## src/rtl/req_arbiter7_if.sv

```systemverilog
// Request/grant bundle between seven requesters and the shared-resource arbiter.
// The requester side drives req/done; the arbiter drives the grant and status outputs.
interface req_arbiter7_if;
    logic [6:0] req;
    logic       done;
    logic [6:0] grant;
    logic [2:0] grant_id;
    logic       busy;
    logic       timeout;

    modport master (output req, done, input grant, grant_id, busy, timeout);
    modport slave  (input req, done, output grant, grant_id, busy, timeout);
endinterface

```

## src/rtl/req_arbiter7.sv

```systemverilog
// Seven-way arbiter for one shared resource: fixed-priority or round-robin pick,
// registered one-hot grant, hold timeout and a mandatory one-cycle gap between owners.
module req_arbiter7 #(
    parameter int RR       = 0,
    parameter int MAX_HOLD = 15
) (
    input  logic          clk,
    input  logic          reset,
    req_arbiter7_if.slave bus
);

    typedef enum logic [1:0] {IDLE, GRANT, GAP} state_e;

    localparam logic [7:0] HOLD_LAST = (MAX_HOLD == 0) ? 8'd0 : 8'(MAX_HOLD - 1);

    state_e     state_q, state_d;
    logic [2:0] ptr_q, ptr_d;      // last winner; doubles as the current owner index
    logic [7:0] hold_q, hold_d;
    logic [6:0] grant_q, grant_d;
    logic [2:0] id_q, id_d;
    logic       timeout_q, timeout_d;
    logic [2:0] win;
    logic       owner_req;
    logic       hit_limit;

    // Round-robin scans ptr-1 down to ptr (wrapping); the last match is the highest priority.
    function automatic logic [2:0] pick(input logic [6:0] req, input logic [2:0] ptr);
        logic [2:0] w;
        int         idx;
        w = '0;
        if (RR == 0) begin
            for (int k = 0; k < 7; k++)
                if (req[k]) w = 3'(k);
        end else begin
            for (int i = 7; i >= 1; i--) begin
                idx = int'(ptr) - i;
                if (idx < 0) idx = idx + 7;
                if (req[idx[2:0]]) w = idx[2:0];
            end
        end
        return w;
    endfunction

    assign win       = pick(bus.req, ptr_q);
    assign owner_req = bus.req[ptr_q];
    assign hit_limit = (MAX_HOLD != 0) && (hold_q == HOLD_LAST);

    // NOTE: every signal gets a default before the case so no path leaves it unassigned (no latches).
    always_comb begin
        state_d   = state_q;
        ptr_d     = ptr_q;
        hold_d    = hold_q;
        grant_d   = grant_q;
        id_d      = id_q;
        timeout_d = 1'b0;
        case (state_q)
            IDLE, GAP: begin
                if (|bus.req) begin
                    state_d = GRANT;
                    ptr_d   = win;
                    hold_d  = 8'd0;
                    grant_d = 7'(1) << win;
                    id_d    = win + 3'd1;
                end else begin
                    state_d = IDLE;
                    grant_d = '0;
                    id_d    = '0;
                end
            end
            GRANT: begin
                hold_d = (hold_q == 8'hFF) ? hold_q : hold_q + 8'd1;
                if (bus.done || !owner_req || hit_limit) begin
                    state_d   = GAP;
                    grant_d   = '0;
                    id_d      = '0;
                    timeout_d = hit_limit && !bus.done && owner_req;
                end
            end
            default: begin
                state_d = IDLE;
                grant_d = '0;
                id_d    = '0;
            end
        endcase
    end

    // NOTE: state registers use non-blocking assignments so all flops update from pre-edge values.
    always_ff @(posedge clk) begin
        if (reset) begin
            state_q   <= IDLE;
            ptr_q     <= '0;
            hold_q    <= '0;
            grant_q   <= '0;
            id_q      <= '0;
            timeout_q <= 1'b0;
        end else begin
            state_q   <= state_d;
            ptr_q     <= ptr_d;
            hold_q    <= hold_d;
            grant_q   <= grant_d;
            id_q      <= id_d;
            timeout_q <= timeout_d;
        end
    end

    assign bus.grant    = grant_q;
    assign bus.grant_id = id_q;
    assign bus.busy     = (state_q == GRANT);
    assign bus.timeout  = timeout_q;

endmodule

```

## src/flat_wrapper.sv

```systemverilog
// flat-port wrapper written by rule: the top's interface ports become plain ports
module req_arbiter7_flat 
#(
    parameter int RR       = 0,
    parameter int MAX_HOLD = 15
)
  (clk, reset, bus_req, bus_done, bus_grant, bus_grant_id, bus_busy, bus_timeout);
  req_arbiter7_if bus_i ();
  input  logic clk;
  input  logic reset;
  input wire logic [$bits(bus_i.req)-1:0] bus_req;
  input wire logic [$bits(bus_i.done)-1:0] bus_done;
  output wire logic [$bits(bus_i.grant)-1:0] bus_grant;
  output wire logic [$bits(bus_i.grant_id)-1:0] bus_grant_id;
  output wire logic [$bits(bus_i.busy)-1:0] bus_busy;
  output wire logic [$bits(bus_i.timeout)-1:0] bus_timeout;
  assign bus_i.req = bus_req;
  assign bus_i.done = bus_done;
  assign bus_grant = bus_i.grant;
  assign bus_grant_id = bus_i.grant_id;
  assign bus_busy = bus_i.busy;
  assign bus_timeout = bus_i.timeout;
  req_arbiter7 #(.RR(RR), .MAX_HOLD(MAX_HOLD)) u_core (.clk(clk), .reset(reset), .bus(bus_i));
endmodule
```

## config.mk

```make
export PLATFORM = sky130hd
export DESIGN_NAME = req_arbiter7_flat
export DESIGN_NICKNAME = d
export VERILOG_FILES = /design/src/rtl/req_arbiter7_if.sv /design/src/rtl/req_arbiter7.sv /design/src/flat_wrapper.sv
export SDC_FILE = /design/constraint.sdc
export NUM_CORES = 1
export LEC_CHECK = 0
export CORE_MARGIN = 10
export CORE_UTILIZATION = 45
export CTS_CLUSTER_SIZE = 24
export DETAILED_ROUTE_END_ITERATION = 6
export DONT_BUFFER_PORTS = 1
export PLACE_DENSITY = 0.61
export SYNTH_ARGS = -nofsm -noshare
export SYNTH_HDL_FRONTEND = slang
export SYNTH_SLANG_ARGS = --single-unit
```

## constraint.sdc

```tcl
create_clock -name clk -period 2.2 [get_ports clk]
set_clock_uncertainty 0.05 [all_clocks]
set_input_delay 0.22 -clock clk [delete_from_list [all_inputs] [get_ports clk]]
set_output_delay 0.22 -clock clk [all_outputs]
set_load 0.02 [all_outputs]
```

# Yosys cells after proc, flatten, opt, wreduce, memory -nomap -nowiden
# Index checks and enable logic that the tools add are counted.
# totals
input_bits	10
out_inout_bits	12
reg_bits	24
# op_classes
bitwise	2
order_cmp	1
eq_ne	7
reduce_logical	13
shifts	1
add_sub_neg	2
muxes	20
# op_table
cell	n
8-bit two-way mux	2
8-bit case mux with 2 select lines	1
3-bit two-way mux	5
7-bit two-way mux	2
7-bit case mux with 2 select lines	1
8-bit by 1-bit adder with 8-bit output (second input constant)	1
8-bit by 4-bit == test with 1-bit output (second input constant)	1
8-bit == test (second input constant)	1
7-bit OR reduction	1
1-bit by 3-bit << shifter with 7-bit output (first input constant)	1
2-bit two-way mux	3
3-bit case mux with 2 select lines	1
3-bit by 4-bit less-than comparator with 1-bit output (second input constant)	1
2-bit by 1-bit inequality test with 1-bit output (second input constant)	2
2-bit case mux with 2 select lines	1
3-bit by 1-bit adder with 3-bit output (second input constant)	1
1-bit binary-select mux with 3-bit select	1
1-bit two-way mux	3
3-bit AND reduction	1
3-bit OR reduction	1
2-bit by 1-bit == test with 1-bit output (second input constant)	1
2-bit == test (second input constant)	1
1-bit logical AND	2
1-bit zero test	2
other kinds (7)	9

# Depth between registers and ports, before layout
# depth
word_depth	9
ltp_mapped	8
mapped_depth_nobuf	8

# Worst setup path after synthesis
# OpenSTA, ideal clock, no wires.
# synth_timing
path_kind	register -> register
from	reg u_core.ptr_q[1]
to	reg u_core.grant_q[0] (netlist: u_core.bus.grant[0])
t_required_ns	2.090
synth_period_minus_slack_ns	1.580
path_buffers	1
arrival_time_ns	1.470
setup_slack_ns	0.620
stages_incl_launch_ff	6
cell_sequence	dfxtp_1 -> buf_6 -> mux2i_1 -> a221o_1 -> nor4b_4 -> a22o_1
# synth_via
elab_chain_len	6
# synth_lines
item	line	rtl
from (decl)	req_arbiter7.sv:17	logic [2:0] ptr_q, ptr_d;
from (signal assigned)	req_arbiter7.sv:98	ptr_q <= ptr_d;
1-bit binary-select mux with 3-bit select	req_arbiter7.sv:45	assign owner_req = bus.req[ptr_q];
1-bit two-way mux (not written as such)	req_arbiter7.sv:45	
1-bit zero test	req_arbiter7.sv:72	if (bus.done || !owner_req || hit_limit) begin
1-bit logical OR (2 in series)	req_arbiter7.sv:72	
2-bit by 1-bit inequality test with 1-bit output (no source line)	-	
to (signal assigned)	req_arbiter7.sv:100	grant_q <= grant_d;
to (decl)	req_arbiter7.sv:19	logic [6:0] grant_q, grant_d;
# No other way between the ends. The select of a mux whose other input is x is not followed.
# A chain may end at the register's enable or synchronous reset.

# Worst setup path after layout
# layout_timing
from	reg u_core.hold_q[0]
to	reg u_core.hold_q[3]
# layout_via
elab_chain_len	3
word_cells_on_any_way	6
# layout_lines
item	line	rtl
from (decl)	req_arbiter7.sv:18	logic [7:0] hold_q, hold_d;
from (signal assigned)	req_arbiter7.sv:99	hold_q <= hold_d;
8-bit by 1-bit adder with 8-bit output or 8-bit == test (tied branches)	req_arbiter7.sv:71	hold_d = (hold_q == 8'hFF) ? hold_q : hold_q + 8'd1;
8-bit two-way mux or 2-bit inequality test (tied branches)	-	
8-bit case mux with 2 select lines or 3-bit AND reduction (tied branches)	-	
# Several ways; a longest one is shown, not always the timed one. The select of a mux whose other input is x is not followed.

==> reports/metrics.cfg <==
[worst_setup_path]
cp_max_fo = 6
crit_path_start_kind = register
ff2ff_path_depth = 5
cp.arrival_ps = 2040
crit_type = register to register
endpoint_kind = register
critical_path_required_ps = 2410

[power]
power_uw = 901
power_leakage_nw = 0.491
power_density_nw_per_um2 = 687
vdd_drop_max_uv = 556

[clocking]
clk_pin_slew_ps = 130
clockBufferDepth = 2
root_buffer = clkbuf_4
clkLatencyLatePin_ps = 320
cts_tree = yes
postCtsSetupBuffers = 0
cts_buffers = 3
cts_sinks = 24
htreeDepth = 1

[yosys]
ys_ff_latch = 24
syn_inst = 131
ys_warn_count = 0
synth_cell_type_count = 39
synthArstFlopShare_pct = 0
synth_edf_count = 0
synth_fp_nets = 148
syn_area_sq_um = 1220
synthFlopType = dfxtp_1
seq_area_frac_synth_pct = 39.5
syn_avg_cell_area_sq_um = 9.28

[final_layout]
drive_gt1_share_pct = 6.67
final_util_pct = 52.0
seq_area_sq_um = 480
n_antenna_cell = 0
fin_nets = 153
multi_input_area_sq_um = 698
area_growth_pct = 7.92
fillCellCount = 243

[placed_design]
port_buffers = 0
post-dp-hpwl_um = 1980
pre_cts_slack_ps = 433
gp_congestion = 0.818

[detailed_routing]
wl_met1_um = 1150
vias = 956
highest_layer = met4
route.detailed.drc = 0
ant_nets = 0
wl_met3_um = 196
viasPerCell = 5.79
drt-total-wl_um = 2620
wl_met2_um = 1260
detail_route.wl_per_cell_um = 15.9
first_iter_violations = 85
drt-pass1-iter-count = 4

[status]
status = finished, final reports clean

[floorplan]
die_y_um = 72.0
start_util_pct = 48.2
die_w_um = 72.0
ios = 22
core_sq_um = 2520
row_count = 18
die_area_sq_um = 5180

[job]
cap_violations = 0

[hold_path]
min_delay_path_depth = 2
min_path_type = input port to register

[global_routing]
grt_max_degree = 15
grt-ovfl-total = 0
grt_util_all_layers_pct = 10.4
grt_antenna_before_repair = 0
grt_pass1_wl_um = 4530
grt_pass1_vias = 949

[timing]
slew_headroom_pct = 61.4
rsz0062_at_grt = false
fin_crit_sh_pct = 83.2
setup_viol = 0
tightest_slew_ps = 573
setup_ws_ps = 370
hold_viol_final = 0
post-route-min-period_ps = 1830
max_freq_mhz = 547
fin_setup_tns_ps = 0
drv_slew = 0

-- where the power goes --
group / internal (mW) / switching, mW
clock: 0.184 / 0.133
sequential: 0.453 / 0.0298
combinational: 0.0428 / 0.0586
-- final timing paths --
| path | start | to | slack (ps) |
|---|---|---|---|
| setup / recovery | u_core.hold_q[0] | u_core.hold_q[3] | 370 |
| hold / removal | bus_req[6] | u_core.ptr_q[0] | 10 |
| setup reg to reg | u_core.hold_q[0] | u_core.hold_q[3] | 370 |
| hold reg to reg | u_core.hold_q[3] | u_core.hold_q[3] | 470 |
-- cell usage in the layout (no fill, tap or decap), drive strengths merged, types with 4 or more instances in the layout --
master	n
dfxtp	24
nor2	10
nand2b	8
a21oi	7
ha	7
nor4	6
a22o	6
nor2b	5
nand3	5
o21ai	5
inv	4
-- cells by family after synthesis --
group / share of synthesized area (%)
DFF: 39.5
buffers and inverters: 3.09
muxes: 2.47
adders and majority gates: 7.20
and+or+nand+nor: 25.4
xor gates and xnor gates: 3.60
AOI/OAI and AO/OA: 18.7
-- cell usage after synthesis, types with 4 or more instances --
cell type | number | area [sq um]
a21oi_1 | 7 | 35.0
a22o_1 | 6 | 52.6
dfxtp_1 | 24 | 480
ha_1 | 7 | 87.6
inv_1 | 4 | 15.0
nand2b_1 | 8 | 50.1
nand3_1 | 5 | 25.0
nor2_1 | 10 | 37.5
nor2b_1 | 5 | 31.3
nor4_1 | 6 | 37.5
o21ai_0 | 5 | 25.0
-- per-layer routing --
layer,GRT usage [%],vias to the layer above
met3,4.90,2
met1,11.9,444
li1,-,491
met5,0,-
met2,17.5,19
met4,1.94,0
-- cell type report --
| class | instances | share of cell area (%) |
|---|---|---|
| clock buffer | 3 | 1.72 |
| clock inverter | 1 | 2.29 |
| inverter | 5 | 1.43 |
| multi-input combinational | 99 | 53.2 |
| sequential | 24 | 36.6 |
| tap | 30 | 2.86 |
| timing repair buffer | 3 | 1.91 |
-- critical path: stages (launching register included) --
cell and delay, ps:
dfxtp_1 450, ha_1 270, nand4_1 170, o21ai_0 520, o21ai_0 180, a21oi_1 130
-- registers in the layout, summed over array words and instances, names as in the netlist --
| signal | flops |
|---|---|
| u_core.hold_q | 8 |
| u_core.bus.grant | 7 |
| u_core.bus.grant_id | 3 |
| u_core.ptr_q | 3 |
| u_core.state_q | 2 |
| u_core.bus.timeout | 1 |
-- timing repair --
action	4_1_cts	5_1_grt
endpoints found under the hold margin	8	0
hold buffers	1	0
gates resized for setup	0	0
-- per-stage QoR --
stage                     cells  area [sq um]  hold slack [ps]
after global placement      160          1250              244
after floorplan             131          1220              338
final                       165          1310             11.3
after global routing        165          1310             5.33
after detailed placement    160          1250              245
after CTS                   165          1310             4.76
(Power assumes the default switching activity.)
